<file path="src/rtl/reset_sequencer.sv">
// reset_sequencer: staggered per-channel reset release, CPU hold mask, self-clearing pulses.
// Optional watchdog re-sequencing is compiled in with `define RESET_WDT_EN.
module reset_sequencer #(
  parameter int NCH       = 10,
  parameter int STAGGER   = 16,
  parameter int PULSE_W   = 8,
  parameter int PULSE_CYC = 32
`ifdef RESET_WDT_EN
  ,
  parameter int WDT_W     = 24
`endif
) (
  input  logic           clk,
  input  logic           rst_globl,
  input  logic [2:0]     a,
  input  logic [31:0]    d,
  input  logic           we,
  output logic [31:0]    spo,
  output logic [NCH-1:0] rst_out,
  output logic           seq_done
);
  localparam int SCW = (STAGGER > 1) ? $clog2(STAGGER) : 1;
  localparam logic [SCW-1:0]     SEQ_LAST   = SCW'(STAGGER - 1);
  localparam logic [PULSE_W-1:0] PULSE_LOAD = PULSE_W'(PULSE_CYC);

  typedef enum logic {S_SEQ = 1'b0, S_RUN = 1'b1} state_t;

  function automatic logic [31:0] bswap(input logic [31:0] x);
    return {x[7:0], x[15:8], x[23:16], x[31:24]};
  endfunction

  state_t             state_q, state_d;
  logic [NCH-1:0]     hold_q, hold_d;
  logic [NCH-1:0]     rst_out_q, rst_out_d;
  logic [NCH-1:0]     seq_mask_s, pulse_on_s;
  logic [PULSE_W-1:0] pcnt_q [NCH];
  logic [PULSE_W-1:0] pcnt_d [NCH];
  logic [7:0]         seq_idx_q, seq_idx_d;
  logic [SCW-1:0]     seq_cnt_q, seq_cnt_d;
  logic               seq_done_q, seq_done_d;
  logic [31:0]        data_s, rd_s;
  logic               wr_hold_s, wr_pulse_s;
`ifdef RESET_WDT_EN
  logic               wdt_en_q, wdt_en_d, wr_wdt_s;
  logic [WDT_W-1:0]   wdt_cnt_q, wdt_cnt_d;
  assign wr_wdt_s = we && (a == 3'd4);
`endif

  assign data_s     = bswap(d);
  assign wr_hold_s  = we && (a == 3'd0) && (state_q == S_RUN);
  assign wr_pulse_s = we && (a == 3'd1) && (state_q == S_RUN);

  if (NCH < 32) begin : g_unused
    logic unused_hi;
    assign unused_hi = ^data_s[31:NCH];
  end

  always_ff @(posedge clk or posedge rst_globl) begin
    if (rst_globl) begin
      state_q    <= S_SEQ;
      hold_q     <= '1;
      rst_out_q  <= '1;
      seq_idx_q  <= '0;
      seq_cnt_q  <= '0;
      seq_done_q <= 1'b0;
      for (int i = 0; i < NCH; i++) pcnt_q[i] <= '0;
`ifdef RESET_WDT_EN
      wdt_en_q   <= 1'b0;
      wdt_cnt_q  <= '0;
`endif
    end else begin
      state_q    <= state_d;
      hold_q     <= hold_d;
      rst_out_q  <= rst_out_d;
      seq_idx_q  <= seq_idx_d;
      seq_cnt_q  <= seq_cnt_d;
      seq_done_q <= seq_done_d;
      for (int i = 0; i < NCH; i++) pcnt_q[i] <= pcnt_d[i];
`ifdef RESET_WDT_EN
      wdt_en_q   <= wdt_en_d;
      wdt_cnt_q  <= wdt_cnt_d;
`endif
    end
  end

  // rst_out is built from next-state values so a write shows on the very next edge
  always_comb begin
    state_d    = state_q;
    hold_d     = hold_q;
    seq_idx_d  = seq_idx_q;
    seq_cnt_d  = seq_cnt_q;
    seq_done_d = seq_done_q;
    seq_mask_s = '0;
    pulse_on_s = '0;
    for (int i = 0; i < NCH; i++) begin
      if (wr_pulse_s && data_s[i]) begin
        pcnt_d[i] = PULSE_LOAD;
      end else if (pcnt_q[i] != '0) begin
        pcnt_d[i] = pcnt_q[i] - PULSE_W'(1);
      end else begin
        pcnt_d[i] = pcnt_q[i];
      end
    end
    case (state_q)
      S_SEQ: begin
        hold_d = '0;
        if (seq_cnt_q == SEQ_LAST) begin
          seq_cnt_d = '0;
          seq_idx_d = seq_idx_q + 8'd1;
        end else begin
          seq_cnt_d = seq_cnt_q + SCW'(1);
        end
        if (seq_idx_d == 8'(NCH)) begin
          state_d    = S_RUN;
          seq_done_d = 1'b1;
        end else begin
          state_d    = S_SEQ;
        end
      end
      S_RUN: begin
        if (wr_hold_s) hold_d = data_s[NCH-1:0];
        else           hold_d = hold_q;
      end
      default: state_d = S_SEQ;
    endcase
`ifdef RESET_WDT_EN
    wdt_en_d  = wdt_en_q;
    wdt_cnt_d = wdt_cnt_q;
    if (wr_wdt_s) begin
      wdt_cnt_d = '1;
      wdt_en_d  = data_s[0];
    end else if (wdt_en_q && (state_q == S_RUN)) begin
      if (wdt_cnt_q == '0) begin
        wdt_en_d   = 1'b0;
        hold_d     = '1;
        state_d    = S_SEQ;
        seq_idx_d  = '0;
        seq_cnt_d  = '0;
        seq_done_d = 1'b0;
      end else begin
        wdt_cnt_d  = wdt_cnt_q - WDT_W'(1);
      end
    end else begin
      wdt_cnt_d = wdt_cnt_q;
    end
`endif
    for (int i = 0; i < NCH; i++) begin
      seq_mask_s[i] = (state_d == S_SEQ) && (i >= int'(seq_idx_d));
      pulse_on_s[i] = (pcnt_d[i] != '0);
    end
    rst_out_d = hold_d | pulse_on_s | seq_mask_s;
  end

  // MMIO readback, combinational from the address
  always_comb begin
    rd_s = 32'd0;
    case (a)
      3'd0: rd_s = 32'(hold_q);
      3'd2: rd_s = 32'(rst_out_q);
      3'd3: rd_s = {seq_done_q, 23'd0, seq_idx_q};
`ifdef RESET_WDT_EN
      3'd4: rd_s = {31'd0, wdt_en_q};
`endif
      default: rd_s = 32'd0;
    endcase
    spo = bswap(rd_s);
  end

  assign rst_out  = rst_out_q;
  assign seq_done = seq_done_q;
endmodule

</file>
<file path="config.mk">
export PLATFORM = sky130hd
export DESIGN_NAME = reset_sequencer
export DESIGN_NICKNAME = d
export VERILOG_FILES = /design/src/rtl/reset_sequencer.sv
export SDC_FILE = /design/constraint.sdc
export NUM_CORES = 1
export LEC_CHECK = 0
export BUFFER_PORTS_ARGS = -buffer_cell sky130_fd_sc_hd__buf_4
export CAP_MARGIN = 40
export CORE_ASPECT_RATIO = 1.1
export CORE_UTILIZATION = 30
export DETAILED_ROUTE_END_ITERATION = 12
export RECOVER_POWER = 100
export SYNTH_ARGS = -nofsm -noshare
export SYNTH_HDL_FRONTEND = slang
export SYNTH_SLANG_ARGS = --single-unit
</file>
<file path="constraint.sdc">
create_clock -name clk -period 7.35 [get_ports clk]
set_input_delay 0 -clock clk [delete_from_list [all_inputs] [get_ports clk]]
set_output_delay 0 -clock clk [all_outputs]
set_load 0.01 [all_outputs]
</file>
---- Word level (Yosys, flattened, before mapping) ----
Cells that the tools add are included.
storage, ports and cells
  logic and storage cells ................. 122
  output and inout port bits .............. 43
  flip-flop bits (word level) ............. 114
  input port bits ......................... 38
operators by class
  bitwise operators ....................... 4
  reduce and logical (&&, ||, !) cells .... 46
  multiplexer cells ....................... 29
  add/sub/neg operators ................... 12
  equality and inequality tests ........... 5
  $lt $le $gt $ge ......................... 10
operators by type and width
  operator                                                          number
  2-to-1 mux 8 bit                                                  23
  nonzero test 8 bit                                                20
  case mux 32 bit (3 select lines)                                  1
  subtractor 8 x 1 -> 8 bit, second input constant                  10
  greater-or-equal comparator 3 x 8 -> 1 bit, first input constant  4
  logical AND 1 bit                                                 24
  OR 10 bit                                                         2
  case mux 10 bit (2 select lines)                                  1
  greater-or-equal comparator 1 x 8 -> 1 bit, first input constant  2
  greater-or-equal comparator 2 x 8 -> 1 bit, first input constant  2
  greater-or-equal comparator 4 x 8 -> 1 bit, first input constant  2
  2-to-1 mux 10 bit                                                 1
  adder 8 x 1 -> 8 bit, second input constant                       1
  == test 8 x 4 -> 1 bit, second input constant                     1
  == test 3 x 2 -> 1 bit, second input constant                     2
  adder 4 x 1 -> 4 bit, second input constant                       1
  == test 4 bit, second input constant                              1
  2-to-1 mux 4 bit                                                  1
  == test 3 x 1 -> 1 bit, second input constant                     1
  logical NOT 3 bit                                                 1
  2-to-1 mux 1 bit                                                  2
  NOT 1 bit                                                         2
  AND reduction 2 bit                                               1

---- Logic depth before layout (Yosys ltp) ----
  depth in word-level cells ............... 9
  depth in mapped cells ................... 9
  mapped depth without buffers ............ 8

---- Least setup slack after synthesis ----
OpenSTA, ideal clock, no wires.
  path kind ............................... reg2reg
  start ................................... reg seq_cnt_q[0]
  end ..................................... reg rst_out_q[2], in the netlist rst_out[2]
  stages on the path, launching flop included .. 7
  arrival time ............................ 2.024 ns
  library setup time ...................... 0.098 ns
  period minus slack after synthesis ...... 2.122 ns
  buffers on the path ..................... 0
  path slack .............................. 5.228 ns
  data required time ...................... 7.252 ns
  cells stage by stage .................... dfrtp_1 ha_1 nand4_1 or4_1 a22oi_2 o21ai_0 o311ai_1
between the ends
  cells in the longest elaborated chain, start to end .. 9
  elaborated cells on any way between the ends .. 11
  classes of those cells .................. order compare (1); eq/ne (2); mux (5); bitwise (2); reduce/logical (1)
RTL lines
  item                                                                                line  source
  from (decl)                                                                         39    logic [SCW-1:0] seq_cnt_q, seq_cnt_d;
  from (signal assigned)                                                              76    seq_cnt_q <= seq_cnt_d;
  == test 4 bit (*)                                                                   107   if (seq_cnt_q == SEQ_LAST) begin
  2-to-1 mux 8 bit (*)                                                                107
  2-to-1 mux 8 bit (*)                                                                104   case (state_q)
  branches (longest 4 deep; another with greater-or-equal comparator 2 x 8 -> 1 bit)  -
  logical AND 1 bit (*)                                                               148   seq_mask_s[i] = (state_d == S_SEQ) && (i >= int'(seq_idx_d));
  OR 10 bit (*)                                                                       151   rst_out_d = hold_d | pulse_on_s | seq_mask_s;
  named net rst_out_d[2]                                                              34    logic [NCH-1:0] rst_out_q, rst_out_d;
  to (signal assigned)                                                                74    rst_out_q <= rst_out_d;
  to (decl)                                                                           34
Mark *: on every way through the listed nets, which the timed path passes. The select of a mux whose other input is x is not followed.
A chain may end at the register's enable or synchronous reset.

==> metrics.md <==
| Metric | Value |
|---|---|
| Max-Cap Viols | `1` |
| #FFs+latches synth | `approximately 110` |
| Num rows | `57` |
| Starting Density | `between 30% and 40%` |
| PwrDens | `approximately 190 nW/um^2` |
| Total gr overflow | `0` |
| Fin Clk Skew | `about 0.0054 ns` |
| # fillers | `~2300` |
| DIE AREA | `23400 sq um` |
| Critical setup path kind | `flip-flop to flip-flop` |
| Antenna violations before repair | `0` |
| Routed wire length | `between 15000 and 20000 microns` |
| Mapped Avg Cell Area | `slightly below 9 sq um` |
| Total track usage | `about 14%` |
| GPL Wtd Cong | `0.784` |
| Vias in the first global route | `~5300` |
| Drt first-iter violations | `a little under 300` |
| Seq/Total Area, Yosys | `42.1%` |
| Critical Path Max Stage Delay | `between 0.8 and 0.9 ns` |
| Critical path peak fanout | `21` |
| Area of the multi-input gates | `3610 sq um` |
| Post-route minimum period | `about 3.2 ns` |
| Core ar. | `about 22000 sq um` |
| IO Pins | `between 80 and 90` |
| Slew margin rel. | `-54.0%` |
| Static leakage | `between 3 and 4 nW` |
| Worst Path Required | `7.68 ns` |
| Number of flops mapped to enable cells by yosys | `0` |
| Max frequency | `~0.31 GHz` |
| Overall power | `roughly 1.5 mW` |
| Via density | `~4.9` |
| Sum Neg Setup Slack | `0 ns` |
| Violated checks | `capacitance limit, slew limit` |
| RSZ-0062 raised after global routing | `false` |
| Mapped cell area | `between 6000 and 7000 sq um` |
| Top_reg_cell synth | `dfrtp_1` |
| Die W | `around 150 microns` |
| CTS tree | `done` |
| CP max stage cell | `clkbuf_1` |
| Setup crit start kind | `flip-flop` |
| Worst-path clk slew | `approximately 0.050 ns` |
| Synth Warn # | `0` |
| Critical Path Sink Type | `flip-flop` |
| Clock root buffer | `clkbuf_16` |
| N_diodes | `0` |
| Area Overhead vs Synth | `15.7%` |
| Largest net degree at the start of global routing | `65` |
| First drt pass iteration count | `4` |
| Fin nets | `~880` |
| Finished Cell Area | `between 7000 and 8000 sq um` |
| H-tree levels | `4` |
| CP cell instances | `nor3b_1 -> and3_1 -> clkbuf_1 -> and2_0 -> a21oi_1 -> nor4_1 -> o21ai_0` |
| Layout cell share with drive strength beyond 1 | `a little under a tenth` |
| Slew @ Worst Pin | `approximately 2.3 ns` |
| Y dimension of the die | `roughly 160 microns` |
| DR WL/cell | `13.7 microns` |
| Post-Syn Instances | `around 770` |
| Final Max Slew Viols | `52` |
| First-pass GRT wire length | `26200 microns` |
| Final hold vios | `0` |
| Core Util, Final | `a little over a third` |
| Asr flop ratio synth | `100%` |
| Via Count | `~5500` |
| IO Port Bufs | `37` |
| Antenna Nets Post-Route | `0` |
| DPL Wire Length | `about 11000 microns` |
| Crit share post-route | `between 40% and 50%` |
| Arrival @ worst endpoint | `between 3 and 4 ns` |
| Hold/Removal Path Class | `input pin to flip-flop` |
| Area post-placement | `roughly 7300 sq um` |
| Storage cell area | `between 2000 and 3000 sq um` |
| DR DRC count | `0` |
| CTS max path bufs | `2` |
| Unique masters post-synth | `62` |
| Worst-Skew Late Latency | `approximately 0.42 ns` |
| Peak VDD IR | `~0.14 mV` |
| CTS sink count | `114` |
| Setup violators final | `0` |
| Outcome | `finished with violations` |
| CTS buffer count | `17` |
logic make-up after synthesis:
kind of cell | share of synthesized area (%)
compound gates | 13.5
xor+xnor | 7.69
fa+ha+maj | 3.66
buf+inv | 5.95
flops | 42.1
mux | 3.99
other cells | 0.0549
simple gates | 23.1
final timing paths:
| path | startpoint | endpoint | slack, ns | cells past startpoint |
|---|---|---|---|---|
| worst max-delay path | state_q | rst_out[7] | 4.17 | 7 |
| worst min-delay path | we | rst_out[5] | 0.03 | 4 |
| worst max register to register | state_q | rst_out[7] | 4.17 | 7 |
| worst min register to register | hold_q[6] | hold_q[6] | 0.50 | 2 |
| max in group asynchronous | rst_globl | pcnt_q[1] | 4.92 | 4 |
| min in group asynchronous | rst_globl | pcnt_q[60] | 0.75 | 3 |
cell type report:
type,count,area share [%]
clock inverter,6,1.01
inverter,36,1.72
tap,295,4.66
sequential,114,36.4
timing repair buffer,52,4.57
multi-input combinational,597,45.6
clock buffer,24,6.09
critical path: cells and delay by family, from the launching register on:
kind                   cells  cell delay [ns]
AO/OA/AOI/OAI              2             0.24
buffers and inverters      1             0.81
flip-flops                 1             0.34
AND/OR/NAND/NOR            4             1.71
flip-flops by register name (all words and copies together), names as in the netlist:
name / flops
seq_idx_q: 8
hold_q: 10
rst_out: 10
pcnt_q: 80
seq_cnt_q: 4
seq_done: 1
state_q: 1
layout by cell type, fill, tap and decap left out, types with 11 or more instances in the layout:
cell type	count
buf_4	25
xnor2_1	35
clkbuf_1	19
nor2_1	110
ha_1	20
mux2i_1	16
clkbuf_16	17
nor3_1	35
inv_1	35
o21ai_0	32
dlygate4sd3_1	11
conb_1	21
dfrtp_1	94
a21oi_1	49
a31oi_1	14
nand3_1	11
nor4_1	11
nand2_1	81
xor2_1	25
power by group:
group	total, mW	switching [mW]	internal (mW)
Clock	0.794	0.275	0.519
Sequential	0.629	0	0.629
Combinational	0.0495	0.0343	0.0153
metrics by stage:
stage          worst slack (ns)  std cells  hold slack [ns]
2_1_floorplan              4.37        794           0.0824
3_3_place_gp               4.61       1082            0.150
3_5_place_dp               4.64       1083            0.153
4_1_cts                    4.60       1124          0.00411
5_1_grt                    3.96       1124           0.0381
6_report                   4.17       1124           0.0267
what timing repair did:
action,CTS,global route
endpoints found under the hold margin,109,0
hold buffers,11,0
resized for setup,0,0
setup buffers,0,0
setup endpoints to repair,0,0
Yosys cell counts, drive strengths merged (7+ instances only):
master	instances	share of area [%]
or3	7	0.64
nor3b	7	0.84
a21oi	49	3.6
dfrtp	94	34
o21ai	32	2.3
a22oi	9	1.1
ha	20	3.7
a31oi	14	1.3
xnor2	35	4.5
nand2b	8	0.73
inv	36	2.0
dfstp	20	7.7
buf	30	3.0
mux2i	16	2.3
nor4	11	1.1
nand4	9	0.82
nor3	35	2.6
clkbuf	17	0.93
nor4b	8	1.1
nor2	110	6.0
nand3	11	0.81
nand2	82	4.5
xor2	25	3.2
mux2	10	1.6
layer usage:
layer | wire, microns | track usage (%) | share of wire [%]
met1 | 7440 | 17.9 | 48
met3 | 439 | 2.98 | 2.9
met5 | 0 | 0 | 0
met2 | 7190 | 22.8 | 47
met4 | 333 | 5.93 | 2.2
(Power assumes the default switching activity.)
